--- src/rtl/muxn_reg.sv ---
// muxn_reg: parameterised N:1 single-bit multiplexer with a registered copy of
// the selected bit. Out-of-range selects yield 0 rather than aliasing.
// Optional feature macro: MUXN_OOB_FLAG_EN adds a sticky sel_oob output that
// records any clocked out-of-range select until reset.
module muxn_reg #(
    parameter int unsigned IWIDTH = 20,
    parameter int unsigned SWIDTH = 5
) (
    input  logic              clk,
    input  logic              rst,
    input  logic [IWIDTH-1:0] I,
    input  logic [SWIDTH-1:0] sel,
    output logic              O,
`ifdef MUXN_OOB_FLAG_EN
    output logic              O_q,
    output logic              sel_oob
`else
    output logic              O_q
`endif
);

    // Elaboration-time legality checks on the configuration.
    if (IWIDTH < 2 || IWIDTH > 256) begin : gen_bad_iwidth
        $error("muxn_reg: IWIDTH must be in 2..256");
    end
    if (SWIDTH < 32 && (64'(1) << SWIDTH) < 64'(IWIDTH)) begin : gen_bad_swidth
        $error("muxn_reg: 2**SWIDTH must be >= IWIDTH");
    end

    logic [31:0] sel_ext;
    logic        sel_in_range;
    logic        o_sel;
    logic        o_reg_d;
    logic        o_reg_q;

    assign sel_ext      = 32'(sel);
    assign sel_in_range = (sel_ext < IWIDTH);

    // Indexed select with an explicit guard: unmatched selects fall through to 0.
    always_comb begin
        o_sel = 1'b0;
        for (int k = 0; k < int'(IWIDTH); k++) begin
            if (sel_ext == 32'(k)) begin
                o_sel = I[k];
            end
        end
    end

    assign O = o_sel;

    // Next-state for the registered copy of the selected bit.
    always_comb begin
        o_reg_d = o_sel;
    end

    // Registered output, cleared asynchronously on reset.
    always_ff @(posedge clk or posedge rst) begin
        if (rst) begin
            o_reg_q <= 1'b0;
        end else begin
            o_reg_q <= o_reg_d;
        end
    end

    assign O_q = o_reg_q;

`ifdef MUXN_OOB_FLAG_EN
    logic oob_d;
    logic oob_q;

    // Sticky flag: once any clocked select is out of range it stays set.
    always_comb begin
        oob_d = oob_q | ~sel_in_range;
    end

    // Flag register, cleared asynchronously on reset.
    always_ff @(posedge clk or posedge rst) begin
        if (rst) begin
            oob_q <= 1'b0;
        end else begin
            oob_q <= oob_d;
        end
    end

    assign sel_oob = oob_q;
`else
    // Range result only feeds the optional flag; keep it referenced.
    logic unused_range;
    assign unused_range = sel_in_range;
`endif

endmodule

--- config.mk ---
export PLATFORM = sky130hd
export DESIGN_NAME = muxn_reg
export DESIGN_NICKNAME = d
export VERILOG_FILES = /design/src/rtl/muxn_reg.sv
export SDC_FILE = /design/constraint.sdc
export NUM_CORES = 1
export LEC_CHECK = 0
export ABC_AREA = 1
export BUFFER_PORTS_ARGS = -buffer_cell sky130_fd_sc_hd__buf_2
export CAP_MARGIN = 20
export CORE_AREA = 3 3 40 42
export DETAILED_ROUTE_END_ITERATION = 7
export DIE_AREA = 0 0 43 45
export PLACE_DENSITY = 0.58
export SLEW_MARGIN = 20
export SYNTH_ARGS = -nofsm -noshare
export SYNTH_HDL_FRONTEND = slang
export SYNTH_SLANG_ARGS = --single-unit
export TNS_END_PERCENT = 1
--- constraint.sdc ---
create_clock -name clk -period 2.71 [get_ports clk]
set_clock_uncertainty 0.2 [all_clocks]
set_input_delay 0.1355 -clock clk [delete_from_list [all_inputs] [get_ports clk]]
set_output_delay 0.1355 -clock clk [all_outputs]
set_load 0.02 [all_outputs]
==> results.py <==
metrics = {
    "status": {
        "status": "completed",
    },
    "global_routing": {
        "grt_use_total_pct": 10.6,
        "grt_pass1_wl_um": 1710,
        "grt_pass1_vias": 449,
        "antenna_found_initial": 0,
        "grt_max_degree": 9,
        "overflow": 0,
    },
    "cells_and_area": {
        "fin_util_pct": 38.7,
        "syn_to_final_growth_pct": 46.5,
        "fill_cells": 152,
        "antenna_cells": 0,
        "fin_cells": 105,
        "nets": 119,
        "largest_reg_flops": 1,
        "layout-drive-gt1-share_pct": 44.4,
        "fin_area_um2": 497,
    },
    "floorplan": {
        "dieArea_mm2": 0.00194,
        "die_w_um": 43,
        "io_pins": 29,
        "core_area_mm2": 0.00128,
        "num_rows": 13,
        "chipHeight_um": 45,
        "initial_core_util_pct": 26.4,
    },
    "placed_design": {
        "numPortBuffers": 28,
        "dp_slack_ns": 0.856,
        "hpwlAfterDp_um": 938,
        "routabilityCongestion": 0.790,
        "dpl_cell_area_um2": 487,
        "place_inst": 104,
    },
    "power": {
        "power_frac_clock_pct": 0,
        "power_density_mw_per_mm2": 166,
        "p_seq_share_pct": 21.5,
        "p_comb_share_pct": 78.5,
        "swShare_pct": 46.4,
        "irDropWorstVdd_uv": 58.4,
        "p_int_uw": 44.2,
        "p_leak_nw": 0.270,
        "power.switching_uw": 38.3,
        "finalPower_uw": 82.6,
    },
    "timing": {
        "timing.fmax_ghz": 0.538,
        "holdWs_ns": 0.214,
        "slew_headroom_pct": 78.7,
        "drv_slew": 0,
        "fin_crit_sh_pct": 68.6,
        "tightestPinTransition_ns": 0.317,
        "final.setup.tns_ns": 0,
        "rsz0062_at_grt": "no",
        "hold_viol_final": 0,
        "setup_viol_count_final": 0,
        "finalWorstSetupSlack_ns": 0.852,
        "post-route-min-period_ns": 1.86,
    },
    "clock_tree": {
        "cts.repair.resized": 0,
        "clkSlewWorstSetupHoldPaths_ns": 0,
    },
    "yosys": {
        "muxShareOfSynthArea_pct": 0,
        "synth-simple-area-share_pct": 69.7,
        "netlist_instances": 62,
        "syn-num-nets": 89,
        "ys_ff_latch": 1,
        "yosys_warnings": 0,
        "synth_top_family_by_area": "simple AND/OR/NAND/NOR gates",
        "synth_xor_area_share_pct": 0,
        "yosysUniqueCellTypes": 18,
        "yosys.area_share.adder_pct": 0,
        "ys_seq_area_share_pct": 7.38,
        "avgSynthCellArea_um2": 5.47,
        "synth_area_um2": 339,
        "synth_compound_area_share_pct": 6.27,
    },
    "routing": {
        "finalWirelength_um": 1070,
        "drtIter0Drc": 11,
        "dr.pass1.iters": 4,
        "drtAntennaViolNets": 0,
        "vias": 505,
        "maxUsedRoutingLayer": "met3",
        "vias_per_cell": 4.81,
        "wl_met1_um": 494,
        "avgRoutedWirePerCell_um": 10.2,
        "wl_met3_um": 77,
        "wl_met2_um": 495,
        "drc": 0,
    },
    "worst_setup_path": {
        "critPathLaunch": "sel[0]",
        "arrival_ns": 1.52,
        "path_cells": "buf_2 -> inv_2 -> nor2_2 -> inv_2 -> nor3_2 -> nor2_1 -> nand2_1 -> nand4_1 -> nand2_1 -> nand4_1 -> nor2_1 -> nand4_1 -> nand2_1 -> nand3_2 -> buf_2",
        "start_kind": "primary input",
        "cp_slowest_cell": "nor2_2",
        "critPathKind": "primary input to output pin",
        "cp-end-kind": "output pin",
        "cp_max_fo": 7,
        "worst_ep_required_time_ns": 2.37,
        "crit_path_max_incr_delay_ns": 0.17,
    },
    "run": {
        "max_cap_violations": 0,
    },
    "worst_hold_path": {
        "min_from": "I[19]",
        "min_path_type": "primary input to flop",
    },
}
layer usage:
layer / GRT usage, % / up-vias
met5: 0 / -
met4: 0 / 0
met3: 0.797 / 0
met2: 20.4 / 15
met1: 13.8 / 222
li1: - / 268
cell usage after synthesis (all sizes together):
library cell / count / area share (%)
buf: 1 / 3.3
dfrtp: 1 / 7.4
inv: 12 / 13
nand2: 10 / 12
nand3: 11 / 18
nand4: 8 / 15
nor2: 11 / 16
nor3: 3 / 5.9
nor4: 1 / 1.8
o2111ai: 1 / 2.6
o211ai: 1 / 2.2
o21ai: 1 / 1.5
or2: 1 / 1.8
worst max-delay path: cells and delay by family:
kind / cells / cell delay [ns]
simple gates: 11 / 0.94
buf+inv: 4 / 0.44
cell type report:
class | count | area (µm²) | area share (%)
multi-input cells | 48 | 258 | 51.9
repair buffers | 29 | 150 | 30.2
well taps | 15 | 18.8 | 3.78
flip-flops and latches | 1 | 25.0 | 5.04
inverters | 12 | 45.0 | 9.07
path summary, 6_finish.rpt:
kind | end | slack, ns | depth (start not counted)
max in group asynchronous | O_q | 1.89 | 3
setup / recovery | O | 0.85 | 15
min in group asynchronous | O_q | 0.33 | 3
hold / removal | O_q | 0.21 | 3
layout by cell type (no fill, tap or decap):
| master | Yosys | final |
|---|---|---|
| buf_2 | 0 | 28 |
| dfrtp_1 | 1 | 1 |
| dlygate4sd3_1 | 0 | 1 |
| inv_1 | 8 | 8 |
| inv_2 | 4 | 4 |
| nand2_1 | 9 | 9 |
| nand2_2 | 1 | 1 |
| nand3_1 | 10 | 10 |
| nand3_2 | 1 | 1 |
| nand4_1 | 8 | 8 |
| nor2_1 | 6 | 6 |
| nor2_2 | 5 | 5 |
| nor3_1 | 2 | 2 |
| nor3_2 | 1 | 1 |
| nor4_1 | 1 | 1 |
| o2111ai_1 | 1 | 1 |
| o211ai_1 | 1 | 1 |
| o21ai_0 | 1 | 1 |
| or2_1 | 1 | 1 |
kinds of logic (layout without fill, tap and decap cells):
family          after synthesis  after routing
simple gates                 45             45
buf+inv                      13             41
compound gates                3              3
flops                         1              1
power groups by stage:
stage | clock (mW) | combinational, mW | sequential [mW]
finish | 0 | 0.0649 | 0.0177
global route | 0 | 0.0723 | 0.0177
CTS | 0 | 0.0650 | 0.0177
detailed placement | 0 | 0.0636 | 0.0177
global placement | 0 | 0.0637 | 0.0177
floorplan | 0 | 0.0299 | 0.0208
what timing repair did:
action,4_1_cts,5_1_grt
setup buffers,0,0
hold buffers,1,0
endpoints found under the hold margin,1,0
Note: power is estimated with default switching activity, not from simulation.
